`config.mk`:
```
export PLATFORM = sky130hd
export DESIGN_NAME = sdram_frame_writer
export DESIGN_NICKNAME = d
export VERILOG_FILES = /design/src/rtl/sdram_fw_pkg.sv /design/src/rtl/sdram_fw_pattern.sv /design/src/rtl/sdram_frame_writer.sv
export SDC_FILE = /design/constraint.sdc
export NUM_CORES = 1
export LEC_CHECK = 0
export ABC_CLOCK_PERIOD_IN_PS = 7760
export CAP_MARGIN = 20
export CELL_PAD_IN_SITES_DETAIL_PLACEMENT = 0
export CELL_PAD_IN_SITES_GLOBAL_PLACEMENT = 2
export CORE_MARGIN = 1.5
export CORE_UTILIZATION = 38
export DETAILED_ROUTE_END_ITERATION = 8
export DONT_BUFFER_PORTS = 1
export PLACE_DENSITY_LB_ADDON = 0.08
export SYNTH_ARGS = -nofsm -noshare
export SYNTH_HDL_FRONTEND = slang
export SYNTH_SLANG_ARGS = --single-unit
```
`constraint.sdc`:
```
create_clock -name clk -period 7.76 [get_ports clk]
set_input_delay 1.552 -clock clk [delete_from_list [all_inputs] [get_ports clk]]
set_output_delay 1.552 -clock clk [all_outputs]
set_load 0.02 [all_outputs]
```
`src/rtl/sdram_fw_pkg.sv`:
```
// sdram_fw_pkg: FSM states, pattern codes, colour-bar table and burst sizing helper for sdram_frame_writer
package sdram_fw_pkg;

   typedef enum logic [2:0] {
      S_IDLE      = 3'd0,
      S_REQ       = 3'd1,
      S_DATA      = 3'd2,
      S_WAIT_DONE = 3'd3,
      S_NEXT      = 3'd4,
      S_DONE      = 3'd5
   } fw_state_e;

   localparam logic [1:0] PAT_BARS     = 2'd0;
   localparam logic [1:0] PAT_GRADIENT = 2'd1;
   localparam logic [1:0] PAT_CHECKER  = 2'd2;
   localparam logic [1:0] PAT_INDEX    = 2'd3;

   // Index 0 is the leftmost bar: white, yellow, cyan, green, magenta, red, blue, black
   localparam logic [7:0][15:0] BAR_RGB565 = {
      16'h0000, 16'h001F, 16'hF800, 16'hF81F,
      16'h07E0, 16'h07FF, 16'hFFE0, 16'hFFFF
   };

   // Words in the next burst: whatever is left of the line, capped at the burst size
   function automatic logic [8:0] burst_words(input logic [15:0] rem, input logic [15:0] max_words);
      return 9'((rem < max_words) ? rem : max_words);
   endfunction

endpackage

```
`src/rtl/sdram_fw_pattern.sv`:
```
// sdram_fw_pattern: registered RGB565 pixel generator; loads the pixel at (x,y) when i_adv is high
module sdram_fw_pattern
   import sdram_fw_pkg::*;
#(
   parameter int H_PIXELS = 640
) (
   input  logic        clk,
   input  logic        rst_n,
   input  logic        i_adv,
   input  logic [1:0]  i_pat,
   input  logic [15:0] i_x,
   input  logic [15:0] i_y,
   input  logic [15:0] i_idx,
   output logic [15:0] o_data
);

   localparam int BAR_W = (H_PIXELS / 8 > 0) ? H_PIXELS / 8 : 1;

   logic [2:0]  w_bar;
   logic [15:0] w_pix;
   logic        w_unused_y;
   logic [15:0] r_data;

   // Bar index by threshold compare, avoiding a divider; pixels past the eighth bar stay black
   always_comb begin
      w_bar = 3'd0;
      for (int k = 1; k < 8; k++)
         if (i_x >= 16'(k * BAR_W)) w_bar = 3'(k);
   end

   assign w_pix = (i_pat == PAT_BARS)     ? BAR_RGB565[w_bar] :
                  (i_pat == PAT_GRADIENT) ? {i_x[9:5], i_x[9:4], i_x[9:5]} :
                  (i_pat == PAT_CHECKER)  ? {16{i_x[5] ^ i_y[5]}} :
                                            i_idx;

   assign w_unused_y = ^{i_y[15:6], i_y[4:0]};

   // Hold the current write word until the next pixel is requested
   always_ff @(posedge clk) begin
      if (!rst_n)     r_data <= 16'd0;
      else if (i_adv) r_data <= w_pix;
   end

   assign o_data = r_data;

endmodule

```
`src/rtl/sdram_frame_writer.sv`:
```
// sdram_frame_writer: fills SDRAM with a generated RGB565 test frame through the controller burst-write port.
// Optional SDRAM_FW_PINGPONG_EN alternates frames between two buffers and reports the written one on frame_sel.
module sdram_frame_writer
   import sdram_fw_pkg::*;
#(
   parameter int H_PIXELS  = 640,
   parameter int V_LINES   = 480,
   parameter int BURST_LEN = 256,
   parameter int ADDR_W    = 21,
   parameter int BASE_ADDR = 0
) (
   input  logic              clk,
   input  logic              rst_n,
   input  logic              start,
   input  logic [1:0]        pattern_sel,
   output logic              busy,
   output logic              done,
   output logic              err,
   output logic              frame_sel,
   output logic              wr_req,
   input  logic              wr_ack,
   output logic [ADDR_W-1:0] wr_addr,
   output logic [8:0]        wr_len,
   output logic [15:0]       wr_data,
   input  logic              wr_data_rd,
   input  logic              wr_done
);

   localparam logic [ADDR_W-1:0] BASE0     = ADDR_W'(BASE_ADDR);
   localparam logic [15:0]       H16       = 16'(H_PIXELS);
   localparam logic [15:0]       BL16      = 16'(BURST_LEN);
   localparam logic [15:0]       LAST_Y    = 16'(V_LINES - 1);
   localparam logic [8:0]        FIRST_LEN = burst_words(H16, BL16);

   fw_state_e         r_state;
   logic [15:0]       r_x;
   logic [15:0]       r_y;
   logic [15:0]       r_px;
   logic [8:0]        r_cnt;
   logic [8:0]        r_len;
   logic [ADDR_W-1:0] r_addr;
   logic [ADDR_W-1:0] r_line_base;
   logic [15:0]       r_line_idx;
   logic [1:0]        r_pat;
   logic              r_err;

   logic              w_start_acc;
   logic              w_line_end;
   logic              w_last;
   logic [15:0]       w_nx;
   logic [15:0]       w_ny;
   logic [ADDR_W-1:0] w_nbase;
   logic [15:0]       w_nidx;
   logic [8:0]        w_nlen;
   logic [ADDR_W-1:0] w_frame_base;
   logic              w_last_word;
   logic              w_bad_rd;
   logic              w_bad_done;
   logic [15:0]       w_gen_x;
   logic [15:0]       w_gen_y;
   logic [15:0]       w_gen_lidx;
   logic              w_gen_adv;
   logic [1:0]        w_gen_pat;

   assign w_start_acc = (r_state == S_IDLE) && start;

   // Position of the following burst, evaluated while in NEXT
   assign w_line_end = (r_x + {7'd0, r_len}) == H16;
   assign w_last     = w_line_end && (r_y == LAST_Y);
   assign w_nx       = w_line_end ? 16'd0 : r_x + {7'd0, r_len};
   assign w_ny       = w_line_end ? r_y + 16'd1 : r_y;
   assign w_nbase    = w_line_end ? r_line_base + ADDR_W'(H_PIXELS) : r_line_base;
   assign w_nidx     = w_line_end ? r_line_idx + H16 : r_line_idx;
   assign w_nlen     = burst_words(H16 - w_nx, BL16);

   // Protocol checking; a wr_done landing on the last consumed word is legal
   assign w_last_word = (r_state == S_DATA) && wr_data_rd && (r_cnt == 9'd1);
   assign w_bad_rd    = wr_data_rd && (r_state != S_DATA);
   assign w_bad_done  = wr_done && (r_state != S_WAIT_DONE) && !w_last_word;

   // The generator is always primed with the word that goes out next
   assign w_gen_x    = (r_state == S_DATA) ? r_px + 16'd1 : (r_state == S_NEXT) ? w_nx : 16'd0;
   assign w_gen_y    = (r_state == S_DATA) ? r_y : (r_state == S_NEXT) ? w_ny : 16'd0;
   assign w_gen_lidx = (r_state == S_DATA) ? r_line_idx : (r_state == S_NEXT) ? w_nidx : 16'd0;
   assign w_gen_adv  = w_start_acc || ((r_state == S_DATA) && wr_data_rd) ||
                       ((r_state == S_NEXT) && !w_last);
   assign w_gen_pat  = (r_state == S_IDLE) ? pattern_sel : r_pat;

`ifdef SDRAM_FW_PINGPONG_EN
   localparam logic [ADDR_W-1:0] BASE1 = ADDR_W'(BASE_ADDR + H_PIXELS * V_LINES);
   logic r_buf;
   logic r_fsel;
   // Swap buffers as the last burst retires so frame_sel is already valid with done
   always_ff @(posedge clk) begin
      if (!rst_n) begin
         r_buf  <= 1'b0;
         r_fsel <= 1'b0;
      end else if ((r_state == S_NEXT) && w_last) begin
         r_fsel <= r_buf;
         r_buf  <= ~r_buf;
      end
   end
   assign w_frame_base = r_buf ? BASE1 : BASE0;
   assign frame_sel    = r_fsel;
`else
   assign w_frame_base = BASE0;
   assign frame_sel    = 1'b0;
`endif

   // Frame sequencing: request, stream, wait for completion, step to next burst
   always_ff @(posedge clk) begin
      if (!rst_n) begin
         r_state     <= S_IDLE;
         r_x         <= 16'd0;
         r_y         <= 16'd0;
         r_px        <= 16'd0;
         r_cnt       <= 9'd0;
         r_len       <= 9'd0;
         r_addr      <= '0;
         r_line_base <= '0;
         r_line_idx  <= 16'd0;
         r_pat       <= PAT_BARS;
      end else begin
         case (r_state)
            S_IDLE:
               if (start) begin
                  r_state     <= S_REQ;
                  r_x         <= 16'd0;
                  r_y         <= 16'd0;
                  r_px        <= 16'd0;
                  r_pat       <= pattern_sel;
                  r_line_base <= w_frame_base;
                  r_line_idx  <= 16'd0;
                  r_addr      <= w_frame_base;
                  r_len       <= FIRST_LEN;
                  r_cnt       <= FIRST_LEN;
               end
            S_REQ:
               if (wr_ack) r_state <= S_DATA;
            S_DATA:
               if (wr_data_rd) begin
                  r_px  <= r_px + 16'd1;
                  r_cnt <= r_cnt - 9'd1;
                  if (r_cnt == 9'd1) r_state <= wr_done ? S_NEXT : S_WAIT_DONE;
               end
            S_WAIT_DONE:
               if (wr_done) r_state <= S_NEXT;
            S_NEXT: begin
               r_x         <= w_nx;
               r_y         <= w_ny;
               r_px        <= w_nx;
               r_line_base <= w_nbase;
               r_line_idx  <= w_nidx;
               r_addr      <= w_nbase + ADDR_W'(w_nx);
               r_len       <= w_nlen;
               r_cnt       <= w_nlen;
               r_state     <= w_last ? S_DONE : S_REQ;
            end
            S_DONE:
               r_state <= S_IDLE;
            default:
               r_state <= S_IDLE;
         endcase
      end
   end

   // Sticky protocol error, cleared by reset or a new frame
   always_ff @(posedge clk) begin
      if (!rst_n)                       r_err <= 1'b0;
      else if (w_start_acc)             r_err <= 1'b0;
      else if (w_bad_rd || w_bad_done)  r_err <= 1'b1;
   end

   sdram_fw_pattern #(
      .H_PIXELS (H_PIXELS)
   ) u_pattern (
      .clk    (clk),
      .rst_n  (rst_n),
      .i_adv  (w_gen_adv),
      .i_pat  (w_gen_pat),
      .i_x    (w_gen_x),
      .i_y    (w_gen_y),
      .i_idx  (w_gen_lidx + w_gen_x),
      .o_data (wr_data)
   );

   assign busy    = (r_state != S_IDLE);
   assign done    = (r_state == S_DONE);
   assign err     = r_err;
   assign wr_req  = (r_state == S_REQ);
   assign wr_addr = r_addr;
   assign wr_len  = r_len;

endmodule

```
==> results of run 1 <==
## power by group through the flow
stage	Combinational, W	Clock [W]	Sequential [W]
after floorplan	0.000143	0	0.000781
after CTS	0.000197	0.000848	0.000774
after detailed placement	0.000196	0	0.000789
final	0.000195	0.000831	0.000774
after global placement	0.000196	0	0.000790
after global routing	0.000217	0.000877	0.000777
## cells in the final DEF (no fill, tap or decap), types with 26 or more instances in the layout
| master | instances |
|---|---|
| a21oi_1 | 115 |
| and3_1 | 31 |
| dfxtp_1 | 138 |
| ha_1 | 42 |
| inv_1 | 26 |
| nand2_1 | 136 |
| nand3_1 | 49 |
| nor2_1 | 146 |
| nor3_1 | 42 |
| o21ai_0 | 93 |
| xnor2_1 | 38 |
| xor2_1 | 26 |
## layout make-up
class	count	share of cell area, %
Multi-Input combinational cell	1010	60.9
Sequential cell	138	27.2
Clock buffer	19	4.36
Tap cell	324	3.99
Clock inverter	13	1.42
Timing Repair Buffer	15	1.11
Inverter	27	1.01
## flip-flops by register name (all words and copies together), names as in the netlist
| signal | flops |
|---|---|
| r_line_base | 14 |
| r_pat | 2 |
| r_cnt | 9 |
| u_pattern.o_data | 16 |
| r_state | 3 |
| wr_len | 9 |
| err | 1 |
| r_y | 16 |
| wr_addr | 21 |
| r_x | 15 |
| r_line_idx | 16 |
| r_px | 16 |
## worst max-delay path, delay by kind of cell, from the launching register on
| kind | cells | cell delay [ns] |
|---|---|---|
| flip-flops | 1 | 0.39 |
| XOR/XNOR | 2 | 0.43 |
| buffers and inverters | 1 | 0.26 |
| AO/OA/AOI/OAI | 13 | 3.45 |
| adder cells (fa/ha/maj) | 3 | 1.10 |
| AND/OR/NAND/NOR | 3 | 0.74 |
## per-stage QoR
stage / hold WS, ns / cell area (µm²) / worst slack [ns]
finish: 0.465 / 10200 / 1.23
global route: 0.486 / 10200 / 0.754
CTS: 0.465 / 10200 / 1.21
detailed placement: 0.455 / 9570 / 1.21
global placement: 0.453 / 9570 / 1.38
floorplan: 0.440 / 9360 / 2.06
## final timing paths
check                                             start                                end  slack [ns]  cells past startpoint
worst max-delay path            wr_addr[0]$_SDFFE_PN0P_  u_pattern.o_data[15]$_SDFFE_PN0P_        1.23                     22
worst min-delay path                r_x[5]$_SDFFE_PN0P_                r_x[5]$_SDFFE_PN0P_        0.47                      2
worst max register to register  wr_addr[0]$_SDFFE_PN0P_  u_pattern.o_data[15]$_SDFFE_PN0P_        1.23                     22
worst min register to register      r_x[5]$_SDFFE_PN0P_                r_x[5]$_SDFFE_PN0P_        0.47                      2
## cell families after synthesis
| kind of cell | after synthesis | share of synthesized area (%) |
|---|---|---|
| muxes | 9 | 1.00 |
| xor gates and xnor gates | 66 | 6.52 |
| DFF | 138 | 29.5 |
| adders and majority gates | 44 | 6.04 |
| buffers and inverters | 103 | 4.53 |
| and+or+nand+nor | 518 | 26.6 |
| AOI/OAI and AO/OA | 371 | 25.8 |
| other | 1 | 0.0401 |
## layer usage
metal | GRT usage [%] | up-vias
li1 | - | 4446
met1 | 33.2 | 4262
met2 | 40.3 | 182
met3 | 2.86 | 27
met4 | 5.73 | 0
met5 | 0 | -
==> impl_metrics.env, run 1 <==
export IMPL_fin_tns_setup_ns=0
export IMPL_drv_cap=0
export IMPL_worst_pin_slew_ns=0.978
export IMPL_clkSlewWorstSetupHoldPaths_ns=0.07
export IMPL_track_usage_pct=24.1
export IMPL_synthDistinctLibCells=85
export IMPL_antenna_found_initial=0
export IMPL_cp_slowest_cell="o41ai_4"
export IMPL_wl_met2_mm=14.4
export IMPL_p_clk_share_pct=46.2
export IMPL_fp_dieArea_mm2=0.0256
export IMPL_sw_frac_of_total_pct=29.0
export IMPL_cp_max_fo=16
export IMPL_cts_buffers_inserted=17
export IMPL_cts_hold_buf=0
export IMPL_comb_power_share_pct=10.8
export IMPL_path_class="reg -> reg"
export IMPL_synth_top_area_share_pct=29.5
export IMPL_cpMostUsedCell="o21ai_0"
export IMPL_final_cells=1546
export IMPL_ant_nets=0
export IMPL_hold_class="reg -> reg"
export IMPL_finalMaxSlewViolations=0
export IMPL_finish_utilization_pct=41.9
export IMPL_rows=57
export IMPL_slew_headroom_pct=34.5
export IMPL_avgSynthCellArea_um2=7.49
export IMPL_seq_area_frac_synth_pct=29.5
export IMPL_period_share_pct=84.1
export IMPL_netlist_top_cells_count="nor2_1 (147), dfxtp_1 (138), nand2_1 (137)"
export IMPL_multiInputGateArea_mm2=0.00619
export IMPL_wl_met1_mm=14.8
export IMPL_async_reset_ff_share_pct=0
export IMPL_drc=0
export IMPL_setup_violations=0
export IMPL_synthTopCellsByArea="dfxtp_1 (30%), a21oi_1 (6.2%), nor2_1 (5.9%)"
export IMPL_syn_inst=1250
export IMPL_route_met3_wl_um=899
export IMPL_finalHoldViolations=0
export IMPL_drt_wl_total_mm=30.6
export IMPL_cts_sinks=138
export IMPL_period_minus_slack_ns=6.53
export IMPL_yosysWarnings=0
export IMPL_drt_vias_per_instance=5.77
export IMPL_drt_iter0_drc=615
export IMPL_maxUsedRoutingLayer="met4"
export IMPL_synth_most_common_cell="nor2_1"
export IMPL_cts_setup_buffers=0
export IMPL_hpwlAfterDp_mm=21.8
export IMPL_clock_latency_ns=0.42
export IMPL_die_w_um=160
export IMPL_seq_power_share_pct=43.0
export IMPL_start_util_pct=38.6
export IMPL_cts_resized=0
export IMPL_synthFlopType="dfxtp_1"
export IMPL_path_cells="ha_1 > fa_1 > a21o_1 > a221oi_4 > a211o_4 > xnor2_4 > o41ai_4 > and4_1 > buf_4 > nand2_1 > o21ai_0 > ha_1 > o2111a_1 > a221o_1 > o41ai_1 > o21ai_0 > o21ai_0 > nand2b_1 > a21oi_1 > xnor3_1 > o21ai_0 > a21oi_1"
export IMPL_clockBufferDepth=2
export IMPL_ys_seq_elements=138
export IMPL_grt_pass1_vias=8413
export IMPL_syn_cell_area_mm2=0.00936
export IMPL_fin_skew_ns=0.0120
export IMPL_place_congestion=0.844
export IMPL_rsz0062_at_grt="no"
export IMPL_regArea_mm2=0.00276
export IMPL_p_leak_nw=3.93
export IMPL_peakVddDrop_uv=98.2
export IMPL_dp_cells=1514
export IMPL_startpoint_type="register"
export IMPL_wire_per_inst_um=19.8
export IMPL_overflow=0
export IMPL_max_freq_ghz=0.153
export IMPL_power_density_mw_per_mm2=177
export IMPL_critPathArrivalTime_ns=6.82
export IMPL_root_buffer="clkbuf_16"
export IMPL_internal_power_w=0.00128
export IMPL_nets=1261
export IMPL_num_io_pins=59
export IMPL_synth_edff_count=0
export IMPL_p_switching_w=0.000523
export IMPL_fillers=2597
export IMPL_outcome="finished, final reports clean"
export IMPL_fp_dieH_um=160
export IMPL_worstPathRequired_ns=8.05
export IMPL_port_buffers=0
export IMPL_yosysTopAreaCell="dfxtp_1"
export IMPL_grt_max_degree=49
export IMPL_vias=8917
export IMPL_area_growth_pct=8.54
export IMPL_cp_slowest_stage_delay_ns=0.51
export IMPL_cts_tree="yes"
export IMPL_worstSetupEndpointType="register"
export IMPL_drive_gt1_share_pct=6.63
export IMPL_antenna_cells_inserted=0
export IMPL_grt_pass1_wl_mm=48.7
export IMPL_ctsHtreeMaxLevel=4
export IMPL_dr_pass1_iters=5
export IMPL_coreArea_mm2=0.0242
export IMPL_finalPower_w=0.00180
No activity file was read; power rests on OpenSTA's default activity.
==> run 2, diff against run 1 <==
--- a/config.mk
+++ b/config.mk
@@ -5,12 +5,12 @@
 export SDC_FILE = /design/constraint.sdc
 export NUM_CORES = 1
 export LEC_CHECK = 0
-export ABC_CLOCK_PERIOD_IN_PS = 7760
+export ABC_CLOCK_PERIOD_IN_PS = 5500
 export CAP_MARGIN = 20
 export CELL_PAD_IN_SITES_DETAIL_PLACEMENT = 0
 export CELL_PAD_IN_SITES_GLOBAL_PLACEMENT = 2
 export CORE_MARGIN = 1.5
-export CORE_UTILIZATION = 38
+export CORE_UTILIZATION = 34
 export DETAILED_ROUTE_END_ITERATION = 8
 export DONT_BUFFER_PORTS = 1
 export PLACE_DENSITY_LB_ADDON = 0.08
==> constraint.sdc (replaced) <==
create_clock -name clk -period 5.5 [get_ports clk]
set_input_delay 1.1 -clock clk [delete_from_list [all_inputs] [get_ports clk]]
set_output_delay 1.1 -clock clk [all_outputs]
set_load 0.02 [all_outputs]
==> impl_metrics.env, run 2 (synthesis results as in run 1) <==
export IMPL_power_density_mw_per_mm2=244
export IMPL_rsz0062_at_grt="no"
export IMPL_final_cell_mix="nor2_1 (145), dfxtp_1 (138), nand2_1 (136), a21oi_1 (113), o21ai_0 (85)"
export IMPL_p_switching_w=0.000751
export IMPL_worst_pin_slew_ns=0.842
export IMPL_path_class="reg -> reg"
export IMPL_cp_max_fo=4
export IMPL_overflow=0
export IMPL_layout_commonest_cell="nor2_1"
export IMPL_worstSetupEndpointType="register"
export IMPL_drv_cap=0
export IMPL_sw_frac_of_total_pct=28.3
export IMPL_ctsHtreeMaxLevel=4
export IMPL_holdCritStartpoint="r_x[3]$_SDFFE_PN0P_"
export IMPL_internal_power_w=0.00190
export IMPL_cts_sinks=138
export IMPL_grt_max_degree=102
export IMPL_coreArea_mm2=0.0270
export IMPL_finalHoldViolations=0
export IMPL_rr_endpoint="u_pattern.o_data[15]$_SDFFE_PN0P_"
export IMPL_fp_dieArea_mm2=0.0285
export IMPL_clkSlewWorstSetupHoldPaths_ns=0.07
export IMPL_p_clk_share_pct=48.0
export IMPL_hpwlAfterDp_mm=23.1
export IMPL_num_io_pins=59
export IMPL_largest_reg_flops=21
export IMPL_hold_class="reg -> reg"
export IMPL_period_share_pct=94.2
export IMPL_wire_per_inst_um=19.7
export IMPL_drc=0
export IMPL_setup_violations=0
export IMPL_startpoint_type="register"
export IMPL_drt_vias_per_instance=5.58
export IMPL_clockBufferDepth=2
export IMPL_vias=9066
export IMPL_dr_pass1_iters=5
export IMPL_clock_latency_ns=0.43
export IMPL_antenna_found_initial=0
export IMPL_root_buffer="clkbuf_16"
export IMPL_start_util_pct=34.7
export IMPL_fp_dieH_um=169
export IMPL_drive_gt1_share_pct=12.8
export IMPL_antenna_cells_inserted=0
export IMPL_outcome="finished, final reports clean"
export IMPL_rr_worst_depth=22
export IMPL_place_congestion=0.829
export IMPL_max_freq_ghz=0.193
export IMPL_finalMaxSlewViolations=0
export IMPL_nets=1324
export IMPL_ant_nets=0
export IMPL_rows=60
export IMPL_slew_headroom_pct=43.7
export IMPL_port_buffers=0
export IMPL_comb_power_share_pct=10.8
export IMPL_holdPathEnd="r_x[3]$_SDFFE_PN0P_"
export IMPL_fin_skew_ns=0.0169
export IMPL_area_growth_pct=15.8
export IMPL_cts_tree="yes"
export IMPL_finish_utilization_pct=40.2
export IMPL_p_leak_nw=4.31
export IMPL_r2r_start="wr_len[0]$_SDFFE_PN0P_"
export IMPL_fin_tns_setup_ns=0
export IMPL_hold_depth=2
export IMPL_seq_power_share_pct=41.2
export IMPL_die_w_um=169
export IMPL_r2r_slack_ns=0.32
export IMPL_worstPathRequired_ns=5.78
export IMPL_track_usage_pct=22.9
export IMPL_drt_iter0_drc=580
export IMPL_grt_pass1_wl_mm=51.1
export IMPL_cts_buffers_inserted=17
export IMPL_drt_wl_total_mm=32.1
export IMPL_period_minus_slack_ns=5.18
export IMPL_grt_pass1_vias=8816
export IMPL_peakVddDrop_uv=189
export IMPL_critPathArrivalTime_ns=5.47
## run 2: changes by cell type in the layout (fill, tap and decap cells not counted), moves of 3 or more
cell,before,now
buf_4,15,76
a211oi_2,1,5
a211oi_1,22,17
o21ai_0,93,85
o21ai_1,3,11
ha_1,42,39
## run 2: power groups by stage
stage / clock network, W / registers [W] / logic (W)
floorplan: 0 / 0.00110 / 0.000201
global placement: 0 / 0.00111 / 0.000286
detailed placement: 0 / 0.00111 / 0.000285
CTS: 0.00131 / 0.00109 / 0.000286
global route: 0.00135 / 0.00110 / 0.000317
finish: 0.00127 / 0.00109 / 0.000285
## run 2: worst max-delay path by stage
stage,start,endpoint,slack (ns),depth (start not counted)
detailed placement,wr_addr[0]$_SDFFE_PN0P_,u_pattern.o_data[15]$_SDFFE_PN0P_,0.08,24
global route,wr_addr[0]$_SDFFE_PN0P_,u_pattern.o_data[14]$_SDFFE_PN0P_,0.02,24
CTS,wr_addr[0]$_SDFFE_PN0P_,u_pattern.o_data[15]$_SDFFE_PN0P_,0.02,24
finish,wr_len[0]$_SDFFE_PN0P_,u_pattern.o_data[15]$_SDFFE_PN0P_,0.32,22
global placement,wr_addr[0]$_SDFFE_PN0P_,u_pattern.o_data[15]$_SDFFE_PN0P_,0.16,23
floorplan,wr_len[0]$_SDFFE_PN0P_,u_pattern.o_data[15]$_SDFFE_PN0P_,0.03,24
## run 2: final cells by class
class                           instances  area [µm²]
Inverter                               27         103
Timing Repair Buffer                   78         598
Multi-Input combinational cell       1010        6320
Sequential cell                       138        2760
Fill cell                            2847       16100
Tap cell                              341         427
Clock inverter                         13         189
Clock buffer                           18         439
## run 2: critical path: stages (launching register included)
cell and delay, ns:
dfxtp_1 0.32, ha_2 0.20, fa_2 0.40, a21o_4 0.25, a221oi_4 0.36, a211oi_2 0.16
xor2_1 0.22, nor3b_2 0.24, and4_4 0.27, nor2_2 0.07, a22o_1 0.27, ha_4 0.24
a211oi_4 0.26, o211ai_1 0.13, a221o_1 0.38, o41ai_2 0.37, o21ai_1 0.13, o21ai_1 0.13
nand2b_1 0.08, a21oi_2 0.14, xnor3_1 0.22, o21ai_1 0.12, a21oi_1 0.08
## run 2: per-layer routing
layer | vias up | track usage, % | routed length (µm)
li1 | 4579 | - | -
met1 | 4315 | 32.1 | 16000
met2 | 156 | 37.4 | 14700
met3 | 16 | 2.97 | 1040
met4 | 0 | 5.05 | 334
met5 | - | 0 | 0
## run 2: repair_timing
| item | in CTS | in global routing |
|---|---|---|
| hold buffers | 0 | 0 |
| gates resized for setup | 0 | 27 |
| setup buffers | 0 | 3 |
| setup endpoints to repair | 0 | 7 |
## run 2: stage by stage
stage               total power [W]  setup slack, ns  cells  hold WS (ns)  cell area (µm²)
floorplan                   0.00130           0.0310   1251         0.440             9390
global placement            0.00140            0.161   1590         0.451            10100
detailed placement          0.00140           0.0824   1590         0.455            10100
CTS                         0.00269           0.0247   1621         0.465            10700
global route                0.00276           0.0224   1625         0.490            10800
finish                      0.00265            0.317   1625         0.461            10800
